## src/rtl/hazard_stall_ctrl.sv

```systemverilog
// Pipeline hazard/stall controller: load-use stall, mul/div EX occupancy FSM, taken-branch flush.
// Optional HAZARD_PERF_CNT_EN adds saturating stall_cycles / flush_count counters.
//
//   state   | meaning
//   IDLE    | no mul/div in flight; start accepted here
//   BUSY    | mul/div holding EX, pipeline stalled, cnt counting down
//   RELEASE | final mul/div cycle, pipeline runs, start ignored
module hazard_stall_ctrl #(
    parameter int MULDIV_CYCLES = 4,
    parameter int CNT_W         = 4
) (
    input  logic        clk,
    input  logic        rst_n,
    input  logic [4:0]  rs_id,
    input  logic [4:0]  rt_id,
    input  logic        uses_rt_id,
    input  logic [4:0]  rt_ex,
    input  logic        MemRead_ex,
    input  logic        muldiv_start_ex,
    input  logic        branch_taken_ex,
    output logic        pc_we,
    output logic        ifid_we,
    output logic        ifid_flush,
    output logic        idex_flush,
    output logic        exmem_flush,
    output logic        muldiv_go,
    output logic        muldiv_busy
`ifdef HAZARD_PERF_CNT_EN
    ,
    output logic [15:0] stall_cycles,
    output logic [15:0] flush_count
`endif
);

    localparam logic [1:0] ST_IDLE    = 2'b00;
    localparam logic [1:0] ST_BUSY    = 2'b01;
    localparam logic [1:0] ST_RELEASE = 2'b10;

    localparam logic [CNT_W-1:0] CNT_LOAD = CNT_W'(MULDIV_CYCLES - 2);

    logic [1:0]       state_q, state_d;
    logic [CNT_W-1:0] cnt_q, cnt_d;

    logic start_req;
    logic md_stall;
    logic load_use;

    assign start_req = (state_q == ST_IDLE) && muldiv_start_ex && !branch_taken_ex;
    assign md_stall  = start_req || (state_q == ST_BUSY);

    assign load_use = MemRead_ex && (rt_ex != 5'd0) &&
                      ((rt_ex == rs_id) || (uses_rt_id && (rt_ex == rt_id)));

    // Priority: mul/div stall, then branch flush (ID is wrong-path), then load-use.
    always_comb begin
        pc_we       = 1'b1;
        ifid_we     = 1'b1;
        ifid_flush  = 1'b0;
        idex_flush  = 1'b0;
        exmem_flush = 1'b0;
        muldiv_go   = 1'b0;
        if (md_stall) begin
            pc_we       = 1'b0;
            ifid_we     = 1'b0;
            exmem_flush = 1'b1;
            muldiv_go   = start_req;
        end else if (branch_taken_ex) begin
            ifid_flush = 1'b1;
            idex_flush = 1'b1;
        end else if (load_use) begin
            pc_we      = 1'b0;
            ifid_we    = 1'b0;
            idex_flush = 1'b1;
        end
    end

    assign muldiv_busy = (state_q == ST_BUSY) || (state_q == ST_RELEASE);

    always_comb begin
        state_d = state_q;
        cnt_d   = cnt_q;
        case (state_q)
            ST_IDLE: begin
                if (start_req) begin
                    if (MULDIV_CYCLES == 2) begin
                        state_d = ST_RELEASE;
                    end else begin
                        state_d = ST_BUSY;
                        cnt_d   = CNT_LOAD;
                    end
                end
            end
            ST_BUSY: begin
                // A zero count is unreachable; treat it as done rather than wrap.
                if (cnt_q <= CNT_W'(1)) begin
                    state_d = ST_RELEASE;
                    cnt_d   = '0;
                end else begin
                    cnt_d = cnt_q - CNT_W'(1);
                end
            end
            ST_RELEASE: begin
                state_d = ST_IDLE;
            end
            default: begin
                state_d = ST_IDLE;
                cnt_d   = '0;
            end
        endcase
    end

    always_ff @(posedge clk or negedge rst_n) begin
        if (!rst_n) begin
            state_q <= ST_IDLE;
            cnt_q   <= '0;
        end else begin
            state_q <= state_d;
            cnt_q   <= cnt_d;
        end
    end

`ifdef HAZARD_PERF_CNT_EN
    logic [15:0] stall_cycles_q, stall_cycles_d;
    logic [15:0] flush_count_q, flush_count_d;

    always_comb begin
        stall_cycles_d = stall_cycles_q;
        flush_count_d  = flush_count_q;
        if (!pc_we && (stall_cycles_q != 16'hFFFF)) begin
            stall_cycles_d = stall_cycles_q + 16'd1;
        end
        if (ifid_flush && (flush_count_q != 16'hFFFF)) begin
            flush_count_d = flush_count_q + 16'd1;
        end
    end

    always_ff @(posedge clk or negedge rst_n) begin
        if (!rst_n) begin
            stall_cycles_q <= '0;
            flush_count_q  <= '0;
        end else begin
            stall_cycles_q <= stall_cycles_d;
            flush_count_q  <= flush_count_d;
        end
    end

    assign stall_cycles = stall_cycles_q;
    assign flush_count  = flush_count_q;
`endif

endmodule

```

## config.mk

```make
export PLATFORM = sky130hd
export DESIGN_NAME = hazard_stall_ctrl
export DESIGN_NICKNAME = d
export VERILOG_FILES = /design/src/rtl/hazard_stall_ctrl.sv
export SDC_FILE = /design/constraint.sdc
export NUM_CORES = 1
export LEC_CHECK = 0
export ABC_AREA = 0
export BUFFER_PORTS_ARGS = -buffer_cell sky130_fd_sc_hd__buf_2
export CAP_MARGIN = 20
export CORE_AREA = 2 2 39 41
export CTS_CLUSTER_SIZE = 40
export DETAILED_ROUTE_END_ITERATION = 8
export DIE_AREA = 0 0 41 43
export PLACE_DENSITY = 0.74
export SETUP_SLACK_MARGIN = 0.05
export SYNTH_ARGS = -nofsm -noshare
export SYNTH_HDL_FRONTEND = slang
export SYNTH_SLANG_ARGS = --single-unit
```

## constraint.sdc

```tcl
create_clock -name clk -period 4.65 [get_ports clk]
set_clock_uncertainty 0.15 [all_clocks]
set_input_delay 0.93 -clock clk [delete_from_list [all_inputs] [get_ports clk]]
set_output_delay 0.93 -clock clk [all_outputs]
set_load 0.05 [all_outputs]
```

==> flow_metrics.env <==
export IMPL_outcome="finished clean"
export IMPL_power_density_cell_area_nw_per_um2=663.4
export IMPL_critical_path_required_ns=3.57
export IMPL_netSwitchingFraction=0.5479
export IMPL_worst_hold_path_type="in2async"
export IMPL_avgRoutedWirePerCell_um=9.962
export IMPL_drive_above_1_share=0.3708
export IMPL_number_of_failing_hold_endpoints_at_the_final_stage=0
export IMPL_r2r_setup_slack_ns=2.91
export IMPL_grt_antenna_before_repair=0
export IMPL_worst_endpoint_arrival_ns=2.18
export IMPL_cts_root_buf="sky130_fd_sc_hd__clkbuf_4"
export IMPL_cts_setup_buffers=0
export IMPL_detailedRoute_firstPassIterationCount=4
export IMPL_power_internal_w=0.0002158
export IMPL_vias_per_inst=4.876
export IMPL_power_static_leakage_nw=0.3853
export IMPL_power_net_switching_w=0.0002615
export IMPL_synth_flop_cell="sky130_fd_sc_hd__dfrtp_1"
export IMPL_tritoncts="yes"
export IMPL_synth_area_per_cell_um2=9.155
export IMPL_total_cts_buffers=3
export IMPL_std_cell_rows=14
export IMPL_clkTransAtPathRegs_ns=0.04
export IMPL_synth_enable_flop_cells=0
export IMPL_gr_usage_all_layers=0.1264
export IMPL_die_width_um=41
export IMPL_insertedDiodeCount=0
export IMPL_synthTopCellsByArea="sky130_fd_sc_hd__dfrtp_1 27%, sky130_fd_sc_hd__xor2_1 14%, sky130_fd_sc_hd__ha_1 14%"
export IMPL_synth_async_reset_ratio=1.000
export IMPL_sequential_element_share_of_the_synthesized_area=0.2733
export IMPL_synth_lib_cells_used_distinct=24
export IMPL_cts_root_to_sink_buffers=2
export IMPL_netlist_area_um2=549.3
export IMPL_maxCapViolations=0
export IMPL_vias_in_the_first_global_route=441
export IMPL_synth_seq_cells=6
export IMPL_power_frac_clock=0.094
export IMPL_ir_drop_v=0.0002731
export IMPL_critical_path_slowest_cell="sky130_fd_sc_hd__or4_1"
export IMPL_worst_path_most_repeated_cell="sky130_fd_sc_hd__buf_2"
export IMPL_area_growth_synth_to_final_pct=30.98
export IMPL_maximum_number_of_pins_on_one_net_before_global_route_repair=7
export IMPL_yosys_warnings=0
export IMPL_tightest_slew_ns=0.3402
export IMPL_power_share_sequential=0.205
export IMPL_cts_max_level=1
export IMPL_design_die_area_um2=1763
export IMPL_pwr_share_comb=0.702
export IMPL_critical_path_max_stage_delay_ns=0.53
export IMPL_clock_fmax_ghz=0.3072
export IMPL_total_i_o_pin_count=28
export IMPL_dr_total_vias=512
export IMPL_critical_path_endpoint_type="output pin"
export IMPL_ant_nets=0
export IMPL_dp_hpwl_um=956.9
export IMPL_gr_total_overflow=0
export IMPL_multi_input_area_um2=369.1
export IMPL_synth_top_cells_by_count="9 x sky130_fd_sc_hd__xor2_1, 6 x sky130_fd_sc_hd__dfrtp_1, 6 x sky130_fd_sc_hd__ha_1, 6 x sky130_fd_sc_hd__inv_1"
export IMPL_crit_path_cell_trace="buf_2, or4_1, o21ai_1, o31a_1, buf_2"
export IMPL_cts_sink_count=6
export IMPL_syn_inst_count=60
export IMPL_die_h_um=43
export IMPL_cts_repair_resize_count=0
export IMPL_postCtsHoldBufs=0
export IMPL_core_region_area_um2=1384
export IMPL_cp_max_fo=3
export IMPL_setup_violations=0
export IMPL_criticalPathCategory="in2out"
export IMPL_number_of_drc_markers_after_the_initial_detailed_route_iteration=12
export IMPL_p_total_w=0.0004772
export IMPL_grt_first_pass_wirelength_um=1573
export IMPL_final_fill_count=137
export IMPL_unrepaired_setup_endpoints_after_global_routing="false"
export IMPL_wirelength_um=1046
export IMPL_yosysMostFrequentCell="sky130_fd_sc_hd__xor2_1"
export IMPL_insertion_delay_ns=0.23
export IMPL_postSynthNetCount=87
export IMPL_timing_final_crit_period_ns=3.255
export IMPL_fin_hold_ws_ns=0.3559
export IMPL_port_buffers=27
export IMPL_place_congestion=0.6881
export IMPL_fin_setup_tns_ns=0
export IMPL_slew_violations=0
export IMPL_yosys_area_top_type_share=0.2733
export IMPL_detail_route_drc_violations=0
export IMPL_area_sequential_um2=150.1
export IMPL_initial_utilization=0.3969
export IMPL_timing_critical_path_from_type="primary input"
export IMPL_nets=118
export IMPL_finalCritPeriodShare=0.7001
export IMPL_timing_slew_headroom=0.7718
export IMPL_synth_largest_area_cell="sky130_fd_sc_hd__dfrtp_1"
power by group through the flow:
stage | clock network [W] | registers [W] | logic (W)
final | 0.0000448 | 0.0000977 | 0.000335
after global routing | 0.0000509 | 0.000102 | 0.000368
after CTS | 0.0000468 | 0.0000982 | 0.000340
after detailed placement | 0 | 0.0000989 | 0.000340
after global placement | 0 | 0.0000979 | 0.000335
after floorplan | 0 | 0.0000938 | 0.000283
path summary, 6_finish.rpt:
check,from,end,cells past startpoint
max reg2reg,cnt_q[0],state_q[0],6
min,rst_n,cnt_q[0],1
min reg2reg,state_q[0],state_q[0],1
max,rt_ex[1],pc_we,5
max in group asynchronous,rst_n,state_q[1],1
min in group clk,state_q[0],state_q[0],1
critical path, delay by kind of cell:
family | cells | cell delay, ns
compound gates | 2 | 0.33
buf+inv | 2 | 0.38
simple gates | 1 | 0.53
logic make-up (layout without fill, tap and decap cells):
kind of cell               after synthesis  in the layout  share of synthesized area
xor gates and xnor gates                10             10                     0.1595
buffers and inverters                    7             36                    0.05467
and+or+nand+nor                         16             16                     0.1640
AOI/OAI and AO/OA                       13             13                     0.1731
muxes                                    2              2                    0.03872
DFF                                      6              6                     0.2733
adders and majority gates                6              6                     0.1367
metal layers:
| layer | wire length, µm | GRT usage | up-vias | share of wire |
|---|---|---|---|---|
| li1 | - | - | 267 | - |
| met1 | 449 | 0.1480 | 234 | 0.43 |
| met2 | 560 | 0.2125 | 11 | 0.54 |
| met3 | 35 | 0.01571 | 0 | 0.033 |
| met4 | 0 | 0.06000 | 0 | 0 |
| met5 | 0 | 0 | - | 0 |
layout make-up:
class	count	area share
Clock buffer	3	0.03130
Timing Repair Buffer	27	0.1878
Multi-Input combinational cell	47	0.5130
Sequential cell	6	0.2087
Inverter	6	0.03130
Tap cell	16	0.02783
state kept, by name, summed over array words and instances (netlist names):
name     cells
cnt_q        4
state_q      2
layout by cell type, fill, tap and decap left out, types with 2 or more instances in the layout:
cell	synthesis	final
sky130_fd_sc_hd__inv_1	6	6
sky130_fd_sc_hd__nor2_1	4	4
sky130_fd_sc_hd__o21ai_0	2	2
sky130_fd_sc_hd__clkbuf_4	0	3
sky130_fd_sc_hd__dfrtp_1	6	6
sky130_fd_sc_hd__xor2_1	9	9
sky130_fd_sc_hd__a21oi_1	3	3
sky130_fd_sc_hd__nand2b_1	4	4
sky130_fd_sc_hd__buf_2	0	27
sky130_fd_sc_hd__o2bb2ai_1	2	2
sky130_fd_sc_hd__nor3_1	2	2
sky130_fd_sc_hd__ha_1	6	6
sky130_fd_sc_hd__nand2_1	3	3
metrics by stage:
step / cells / cell area [µm²] / setup slack (ns) / util
2_1_floorplan: 60 / 549.3 / 0.5461 / -
6_report: 105 / 719.4 / 1.395 / 0.5199
3_3_place_gp: 102 / 696.9 / 1.415 / 0.5036
5_1_grt: 105 / 719.4 / 1.298 / 0.5199
4_1_cts: 105 / 719.4 / 1.393 / 0.5199
3_5_place_dp: 102 / 696.9 / 1.395 / 0.5036
Note: power is estimated with default switching activity, not from simulation.
